--- config.mk ---
export PLATFORM = sky130hd
export DESIGN_NAME = vga_timing_gen_flat
export DESIGN_NICKNAME = d
export VERILOG_FILES = /design/src/rtl/vga_timing_pkg.sv /design/src/rtl/vga_timing_gen_if.sv /design/src/rtl/vga_axis_counter.sv /design/src/rtl/vga_timing_gen.sv /design/src/flat_wrapper.sv
export SDC_FILE = /design/constraint.sdc
export NUM_CORES = 1
export LEC_CHECK = 0
export CAP_MARGIN = 0
export CORE_ASPECT_RATIO = 0.7
export CORE_UTILIZATION = 57
export DETAILED_ROUTE_END_ITERATION = 8
export DONT_BUFFER_PORTS = 1
export PLACE_DENSITY = 0.71
export SYNTH_ARGS = -nofsm -noshare
export SYNTH_HDL_FRONTEND = slang
export SYNTH_SLANG_ARGS = --single-unit
--- constraint.sdc ---
create_clock -name clk_in -period 2.7 [get_ports clk_in]
set_input_delay 0.54 -clock clk_in [delete_from_list [all_inputs] [get_ports clk_in]]
set_output_delay 0.54 -clock clk_in [all_outputs]
set_load 0.01 [all_outputs]
--- src/rtl/vga_timing_pkg.sv ---
// Shared constants, phase encoding and output payload for the VGA raster timing generator.
`timescale 1ns/1ps
package vga_timing_pkg;

  localparam int unsigned PIX_W = 10;

  // 640x480@60 (25 MHz pixel rate) timing
  localparam int unsigned DEF_H_ACTIVE = 640;
  localparam int unsigned DEF_H_FP     = 16;
  localparam int unsigned DEF_H_SYNC   = 96;
  localparam int unsigned DEF_H_BP     = 48;
  localparam int unsigned DEF_V_ACTIVE = 480;
  localparam int unsigned DEF_V_FP     = 10;
  localparam int unsigned DEF_V_SYNC   = 2;
  localparam int unsigned DEF_V_BP     = 33;

  // One-hot raster phase, shared by both axes
  typedef enum logic [3:0] {
    PH_ACTIVE = 4'b0001,
    PH_FP     = 4'b0010,
    PH_SYNC   = 4'b0100,
    PH_BP     = 4'b1000
  } phase_e;

  // Registered output payload
  typedef struct packed {
    logic             hsync;
    logic             vsync;
    logic             video_active;
    logic [PIX_W-1:0] pixel_x;
    logic [PIX_W-1:0] pixel_y;
    logic             line_start;
    logic             frame_start;
  } vga_out_t;

  function automatic int unsigned axis_total(input int unsigned active, input int unsigned fp,
                                             input int unsigned sync, input int unsigned bp);
    return active + fp + sync + bp;
  endfunction

  function automatic int unsigned h_total();
    return axis_total(DEF_H_ACTIVE, DEF_H_FP, DEF_H_SYNC, DEF_H_BP);
  endfunction

  function automatic int unsigned v_total();
    return axis_total(DEF_V_ACTIVE, DEF_V_FP, DEF_V_SYNC, DEF_V_BP);
  endfunction

endpackage

--- src/rtl/vga_timing_gen_if.sv ---
// Pixel-enable inputs and raster timing outputs of the VGA timing generator.
`timescale 1ns/1ps
interface vga_timing_gen_if;
  import vga_timing_pkg::*;

  logic             pix_tick;
  logic             enable;
  logic             hsync;
  logic             vsync;
  logic             video_active;
  logic [PIX_W-1:0] pixel_x;
  logic [PIX_W-1:0] pixel_y;
  logic             line_start;
  logic             frame_start;

  // Timing generator side
  modport master (
    input  pix_tick, enable,
    output hsync, vsync, video_active, pixel_x, pixel_y, line_start, frame_start
  );

  // Consumer / pixel-enable source side
  modport slave (
    output pix_tick, enable,
    input  hsync, vsync, video_active, pixel_x, pixel_y, line_start, frame_start
  );
endinterface

--- src/rtl/vga_axis_counter.sv ---
// One raster axis: position counter plus one-hot phase FSM. Exposes the
// post-step values combinationally so the top can register them on the same edge.
`timescale 1ns/1ps
module vga_axis_counter
  import vga_timing_pkg::*;
#(
  parameter int unsigned ACTIVE = 640,
  parameter int unsigned FP     = 16,
  parameter int unsigned SYNC   = 96,
  parameter int unsigned BP     = 48
) (
  input  logic             clk_in,
  input  logic             reset_n,
  input  logic             step,
  output logic [PIX_W-1:0] count_nxt_c,
  output logic             wrap_c,
  output logic             sync_nxt_c,
  output logic             active_nxt_c
);

  localparam int unsigned TOTAL = axis_total(ACTIVE, FP, SYNC, BP);
  localparam int unsigned CW    = $clog2(TOTAL);

  localparam logic [CW-1:0] LAST    = CW'(TOTAL - 1);
  localparam logic [CW-1:0] AT_FP   = CW'(ACTIVE);
  localparam logic [CW-1:0] AT_SYNC = CW'(ACTIVE + FP);
  localparam logic [CW-1:0] AT_BP   = CW'(ACTIVE + FP + SYNC);

  logic [CW-1:0] count_q, count_nxt;
  phase_e        phase_q, phase_nxt;

  // Next position and phase; illegal phase codes fall back to the reset position
  always_comb begin
    count_nxt = count_q;
    phase_nxt = phase_q;
    wrap_c    = 1'b0;
    if (step) begin
      if (count_q >= LAST) begin
        count_nxt = '0;
        wrap_c    = 1'b1;
      end else begin
        count_nxt = count_q + CW'(1);
      end
      case (phase_q)
        PH_ACTIVE: if (count_nxt == AT_FP)   phase_nxt = PH_FP;
        PH_FP:     if (count_nxt == AT_SYNC) phase_nxt = PH_SYNC;
        PH_SYNC:   if (count_nxt == AT_BP)   phase_nxt = PH_BP;
        PH_BP:     if (wrap_c)               phase_nxt = PH_ACTIVE;
        default: begin
          count_nxt = LAST;
          phase_nxt = PH_BP;
          wrap_c    = 1'b0;
        end
      endcase
    end
  end

  // Counter and phase state; reset parks on the last position so the first step lands on 0
  always_ff @(posedge clk_in or negedge reset_n) begin
    if (!reset_n) begin
      count_q <= LAST;
      phase_q <= PH_BP;
    end else begin
      count_q <= count_nxt;
      phase_q <= phase_nxt;
    end
  end

  assign count_nxt_c  = PIX_W'(count_nxt);
  assign sync_nxt_c   = (phase_nxt == PH_SYNC);
  assign active_nxt_c = (phase_nxt == PH_ACTIVE);

endmodule

--- src/rtl/vga_timing_gen.sv ---
// Raster timing generator: horizontal/vertical axis counters, registered sync,
// video-active, pixel coordinates and line/frame strobes.
`timescale 1ns/1ps
module vga_timing_gen
  import vga_timing_pkg::*;
#(
  parameter int unsigned H_ACTIVE  = DEF_H_ACTIVE,
  parameter int unsigned H_FP      = DEF_H_FP,
  parameter int unsigned H_SYNC    = DEF_H_SYNC,
  parameter int unsigned H_BP      = DEF_H_BP,
  parameter int unsigned V_ACTIVE  = DEF_V_ACTIVE,
  parameter int unsigned V_FP      = DEF_V_FP,
  parameter int unsigned V_SYNC    = DEF_V_SYNC,
  parameter int unsigned V_BP      = DEF_V_BP,
  parameter bit          HSYNC_POL = 1'b0,
  parameter bit          VSYNC_POL = 1'b0
) (
  input logic             clk_in,
  input logic             reset_n,
  vga_timing_gen_if.master bus
);

  localparam vga_out_t OUT_RST = '{
    hsync:        ~HSYNC_POL,
    vsync:        ~VSYNC_POL,
    video_active: 1'b0,
    pixel_x:      '0,
    pixel_y:      '0,
    line_start:   1'b0,
    frame_start:  1'b0
  };

  logic             adv_c;
  logic [PIX_W-1:0] h_nxt_c, v_nxt_c;
  logic             h_wrap_c, v_wrap_c;
  logic             h_sync_c, v_sync_c;
  logic             h_act_c, v_act_c;
  vga_out_t         out_q;

  assign adv_c = bus.pix_tick & bus.enable;

  vga_axis_counter #(
    .ACTIVE(H_ACTIVE), .FP(H_FP), .SYNC(H_SYNC), .BP(H_BP)
  ) u_h_axis (
    .clk_in       (clk_in),
    .reset_n      (reset_n),
    .step         (adv_c),
    .count_nxt_c  (h_nxt_c),
    .wrap_c       (h_wrap_c),
    .sync_nxt_c   (h_sync_c),
    .active_nxt_c (h_act_c)
  );

  vga_axis_counter #(
    .ACTIVE(V_ACTIVE), .FP(V_FP), .SYNC(V_SYNC), .BP(V_BP)
  ) u_v_axis (
    .clk_in       (clk_in),
    .reset_n      (reset_n),
    .step         (h_wrap_c),
    .count_nxt_c  (v_nxt_c),
    .wrap_c       (v_wrap_c),
    .sync_nxt_c   (v_sync_c),
    .active_nxt_c (v_act_c)
  );

  // Outputs follow the new position on advancing edges; strobes last one cycle
  always_ff @(posedge clk_in or negedge reset_n) begin
    if (!reset_n) begin
      out_q <= OUT_RST;
    end else if (adv_c) begin
      out_q <= '{
        hsync:        h_sync_c ? HSYNC_POL : ~HSYNC_POL,
        vsync:        v_sync_c ? VSYNC_POL : ~VSYNC_POL,
        video_active: h_act_c & v_act_c,
        pixel_x:      h_nxt_c,
        pixel_y:      v_nxt_c,
        line_start:   h_wrap_c,
        frame_start:  h_wrap_c & v_wrap_c
      };
    end else begin
      out_q.line_start  <= 1'b0;
      out_q.frame_start <= 1'b0;
    end
  end

  assign bus.hsync        = out_q.hsync;
  assign bus.vsync        = out_q.vsync;
  assign bus.video_active = out_q.video_active;
  assign bus.pixel_x      = out_q.pixel_x;
  assign bus.pixel_y      = out_q.pixel_y;
  assign bus.line_start   = out_q.line_start;
  assign bus.frame_start  = out_q.frame_start;

endmodule

--- src/flat_wrapper.sv ---
// flat-port wrapper written by rule: the top's interface ports become plain ports
module vga_timing_gen_flat import vga_timing_pkg::*;
#(
  parameter int unsigned H_ACTIVE  = DEF_H_ACTIVE,
  parameter int unsigned H_FP      = DEF_H_FP,
  parameter int unsigned H_SYNC    = DEF_H_SYNC,
  parameter int unsigned H_BP      = DEF_H_BP,
  parameter int unsigned V_ACTIVE  = DEF_V_ACTIVE,
  parameter int unsigned V_FP      = DEF_V_FP,
  parameter int unsigned V_SYNC    = DEF_V_SYNC,
  parameter int unsigned V_BP      = DEF_V_BP,
  parameter bit          HSYNC_POL = 1'b0,
  parameter bit          VSYNC_POL = 1'b0
)
  (clk_in, reset_n, bus_pix_tick, bus_enable, bus_hsync, bus_vsync, bus_video_active, bus_pixel_x, bus_pixel_y, bus_line_start, bus_frame_start);
  vga_timing_gen_if bus_i ();
  input logic clk_in;
  input logic reset_n;
  input wire logic [$bits(bus_i.pix_tick)-1:0] bus_pix_tick;
  input wire logic [$bits(bus_i.enable)-1:0] bus_enable;
  output wire logic [$bits(bus_i.hsync)-1:0] bus_hsync;
  output wire logic [$bits(bus_i.vsync)-1:0] bus_vsync;
  output wire logic [$bits(bus_i.video_active)-1:0] bus_video_active;
  output wire logic [$bits(bus_i.pixel_x)-1:0] bus_pixel_x;
  output wire logic [$bits(bus_i.pixel_y)-1:0] bus_pixel_y;
  output wire logic [$bits(bus_i.line_start)-1:0] bus_line_start;
  output wire logic [$bits(bus_i.frame_start)-1:0] bus_frame_start;
  assign bus_i.pix_tick = bus_pix_tick;
  assign bus_i.enable = bus_enable;
  assign bus_hsync = bus_i.hsync;
  assign bus_vsync = bus_i.vsync;
  assign bus_video_active = bus_i.video_active;
  assign bus_pixel_x = bus_i.pixel_x;
  assign bus_pixel_y = bus_i.pixel_y;
  assign bus_line_start = bus_i.line_start;
  assign bus_frame_start = bus_i.frame_start;
  vga_timing_gen #(.H_ACTIVE(H_ACTIVE), .H_FP(H_FP), .H_SYNC(H_SYNC), .H_BP(H_BP), .V_ACTIVE(V_ACTIVE), .V_FP(V_FP), .V_SYNC(V_SYNC), .V_BP(V_BP), .HSYNC_POL(HSYNC_POL), .VSYNC_POL(VSYNC_POL)) u_core (.clk_in(clk_in), .reset_n(reset_n), .bus(bus_i));
endmodule
==> results of run 1 <==
[timing repair]
action	in CTS	in global routing
resized for setup	0	15
endpoints found under the setup margin	1	6
pin swaps	1	9
hold buffers	1	0
hold endpoints to repair	39	0
setup buffers	1	4
[layer usage]
metal | part of all wire (%) | track usage (%) | vias up
met3 | 9.1 | 5.42 | 8
met5 | 0 | 0 | -
met2 | 41 | 36.8 | 142
met4 | 0.81 | 5.56 | 0
met1 | 49 | 44.5 | 1259
li1 | - | - | 1210
[final cells by class]
cell class | instances | area share (%)
clock buffer | 6 | 2.45
clock inverter | 2 | 0.520
inverter | 14 | 1.56
multi-input combinational | 241 | 48.2
sequential | 53 | 39.9
tap | 69 | 2.56
timing repair buffer | 20 | 4.83
[kinds of logic after synthesis]
logic type / after synthesis / share of synthesized area, %
and+or+nand+nor: 129 / 22.4
AOI/OAI and AO/OA: 87 / 20.0
DFF: 53 / 44.5
buffers and inverters: 33 / 4.77
xor gates and xnor gates: 13 / 3.77
muxes: 9 / 3.32
adders and majority gates: 3 / 1.24
[Yosys cell counts (3+ instances only)]
cell                        n  area, um2
sky130_fd_sc_hd__dfrtp_1   39        976
sky130_fd_sc_hd__nand2_1   33        124
sky130_fd_sc_hd__nor2_1    33        124
sky130_fd_sc_hd__o21ai_0   19       95.1
sky130_fd_sc_hd__dfstp_2   14        368
sky130_fd_sc_hd__a21oi_1   13       65.1
sky130_fd_sc_hd__clkbuf_1  12       45.0
sky130_fd_sc_hd__inv_1     12       45.0
sky130_fd_sc_hd__nand3_1    9       45.0
sky130_fd_sc_hd__nand4_1    9       56.3
sky130_fd_sc_hd__mux2_2     8       90.1
sky130_fd_sc_hd__nor3_1     8       40.0
sky130_fd_sc_hd__xnor2_1    8       70.1
sky130_fd_sc_hd__nor4b_1    7       61.3
sky130_fd_sc_hd__a21o_1     6       45.0
sky130_fd_sc_hd__a31oi_1    6       37.5
sky130_fd_sc_hd__nor4_1     6       37.5
sky130_fd_sc_hd__o21a_1     5       37.5
sky130_fd_sc_hd__o22a_1     5       43.8
sky130_fd_sc_hd__o22ai_1    5       31.3
sky130_fd_sc_hd__xor2_1     5       43.8
sky130_fd_sc_hd__buf_2      4       20.0
sky130_fd_sc_hd__nand2b_1   4       25.0
sky130_fd_sc_hd__a211o_1    3       26.3
sky130_fd_sc_hd__a211oi_1   3       22.5
sky130_fd_sc_hd__ha_1       3       37.5
sky130_fd_sc_hd__nor2b_1    3       18.8
sky130_fd_sc_hd__o31ai_1    3       22.5
sky130_fd_sc_hd__or3_1      3       18.8
[critical path, delay by kind of cell (launching register included)]
family / cells / cell delay [ns]
buffers and inverters: 1 / 0.15
DFF: 1 / 0.62
and+or+nand+nor: 3 / 0.81
AOI/OAI and AO/OA: 4 / 1.03
[path summary, 6_finish.rpt]
path	from	end	slack, ns	cells after the start
min in group clk_in	u_core.bus.hsync	u_core.bus.hsync	0.53	2
max reg2reg	u_core.u_v_axis.count_q[2]	u_core.bus.vsync	0.05	8
max in group asynchronous	reset_n	u_core.u_v_axis.count_q[0]	2.44	1
max	u_core.u_v_axis.count_q[2]	u_core.bus.vsync	0.05	8
min	reset_n	u_core.u_h_axis.count_q[3]	0.06	0
min reg2reg	u_core.bus.hsync	u_core.bus.hsync	0.53	2
[metrics by stage]
stage	power (uW)	hold WS, ns	setup WS, ns	instance area, um2
after CTS	3090	0.0524	0.0307	3240
after detailed placement	2560	0.246	0.0224	3120
final	3190	0.0596	0.0534	3370
after floorplan	2230	0.244	0.0429	3020
after global routing	3390	0.0407	-0.0263	3370
after global placement	2530	0.245	0.109	3120
[power groups by stage]
stage	combinational [uW]	sequential, uW	clock [uW]
finish	1350	1350	493
global route	1470	1390	533
CTS	1250	1330	505
detailed placement	1220	1350	0
global placement	1190	1340	0
floorplan	976	1250	0
[sequential cells by signal (all words and copies together), names as in the netlist, 4 cells and up]
register	flops
u_core.u_v_axis.phase_q	4
u_core.bus.pixel_x	10
u_core.u_h_axis.phase_q	4
u_core.bus.pixel_y	10
u_core.u_v_axis.count_q	10
u_core.u_h_axis.count_q	10
==> summary.txt, run 1 <==
Critical path
  – Highest net fanout along the worst path: 8
  – Worst Path Class, Setup: register to register
  – Data required time at the worst endpoint: 2.95 ns
  – Ordered cell list for the critical path: nand4_1 -> nor3_2 -> o2111ai_2 -> or2_1 -> buf_4 -> o311a_1 -> o211ai_1 -> o32a_1
  – Largest stage delay on the critical path: 0.62 ns
  – Category of the worst setup path launch point: register
  – Critical Path AT: 2.90 ns
  – Type of element capturing the critical path: register
  – Slowest cell on crit path: sky130_fd_sc_hd__dfstp_2

Pwr
  – Static leakage power: 0.00140 uW
  – Switching share of power: 43.1%
  – Internal power: 1820 uW
  – Sw power: 1370 uW
  – Combinational fraction of design power: 42.2%
  – Power share of the clock group: 15.5%
  – Pwr Density: 947 mW/mm2
  – Sequential Power Share: 42.3%
  – Peak VDD IR: 0.607 mV

Timing
  – Final min period: 2.65 ns
  – Ratio of final minimum period to clock period: 98.0%
  – # setup viols final: 0
  – Fin. Hold Viols: 0
  – Number of slew-limit violations in the final report: 0
  – Achievable Freq: 378 MHz
  – Least-Margin Pin Slew: 0.658 ns
  – Final setup TNS: 0 ns
  – Post-Route Skew: 0.00763 ns
  – Slew headroom: 55.9%

Synth
  – Synthesized cell area: 0.00302 mm2
  – Number of flops mapped to enable cells by yosys: 0
  – Count of mapped cells out of synthesis: 327
  – Avg Cell Area, Syn: 9.23 um2
  – Distinct cells, synth: 62
  – Share of flip-flops with an asynchronous set or reset after synthesis: 100%
  – Top FF cell, synth: sky130_fd_sc_hd__dfrtp_1
  – Synthesized Nets: 334
  – Sequential element share of the synthesized area: 44.5%
  – Flip-flop and latch count after synthesis: 53
  – Warnings from Yosys: 0

CTS
  – TritonCTS clock tree: done
  – Sink count of the clock tree: 53
  – Number of buffers on the longest clock path: 2
  – Clock insertion delay at the later pin of the skew report: 0.31 ns
  – Total clock buffers created by CTS: 5
  – Clk root buf: sky130_fd_sc_hd__clkbuf_8
  – Clock-pin slew on the worst setup and hold paths: 0.10 ns
  – Number of H-tree branching levels: 2

Routing
  – Post-route DRC violation count: 0
  – DRC marker count from the first detailed-route iteration: 291
  – Routed WL per cell: 18.3 um
  – Number of detailed-route iterations in the first pass: 5
  – Via count: 2619
  – Detailed Route WL: 7430 um
  – Count of nets left with antenna violations after detail routing: 0
  – Routed via count divided by cell count: 6.47

Final layout
  – Synth-to-layout area growth: 11.7%
  – Post-layout util: 68.2%
  – Fraction of layout instances using a drive strength above 1: 19.9%
  – Antenna diodes: 0
  – Number of nets at the end of the flow: 342
  – Leading cell type in the layout, fill and taps excluded: sky130_fd_sc_hd__dfrtp_1
  – Most frequent cells in the layout: 39 x sky130_fd_sc_hd__dfrtp_1, 33 x sky130_fd_sc_hd__nand2_1, 33 x sky130_fd_sc_hd__nor2_1
  – Storage element area: 0.00134 mm2
  – Area used by multi-input combinational logic: 0.00162 mm2
  – Fill cell total of the finished layout: 405
  – Count of non-filler cells in the finished layout: 405

Floorplan
  – Top-level I/O count: 29
  – Die area: 0.00559 mm2
  – Count of standard-cell rows: 21
  – Floorplan core area: 0.00494 mm2
  – Die extent in y: 62.9 um
  – Effective utilization at floorplan: 61.1%
  – Die extent in x: 89.0 um

GRT
  – Maximum number of pins on one net before global-route repair: 40
  – Initial antenna violation count: 0
  – First-pass GRT wire length: 11700 um
  – Vias in the first global route: 2364
  – Tot GR Track Use: 27.2%
  – Total congestion overflow after global routing: 0

Status
  – Status: finished clean

Placed design
  – Count of buffers from port buffering: 0
  – Detailed Place HPWL: 4870 um
  – Final weighted congestion of routability-driven global placement: 0.831
  – Total instance count after detailed placement: 391

Hold path
  – Type of the tightest min-delay check: input pin to async pin

Flow run
  – Total of max-cap violations: 0
Note: power is estimated with default switching activity, not from simulation.
==> run 2, diff against run 1 <==
SKIP_LAST_GASP = 1   (was default)
SLEW_MARGIN = 40   (was default)
==> results of run 2 <==
Same layout as run 1: the final DEF is identical, and so are final timing and power.
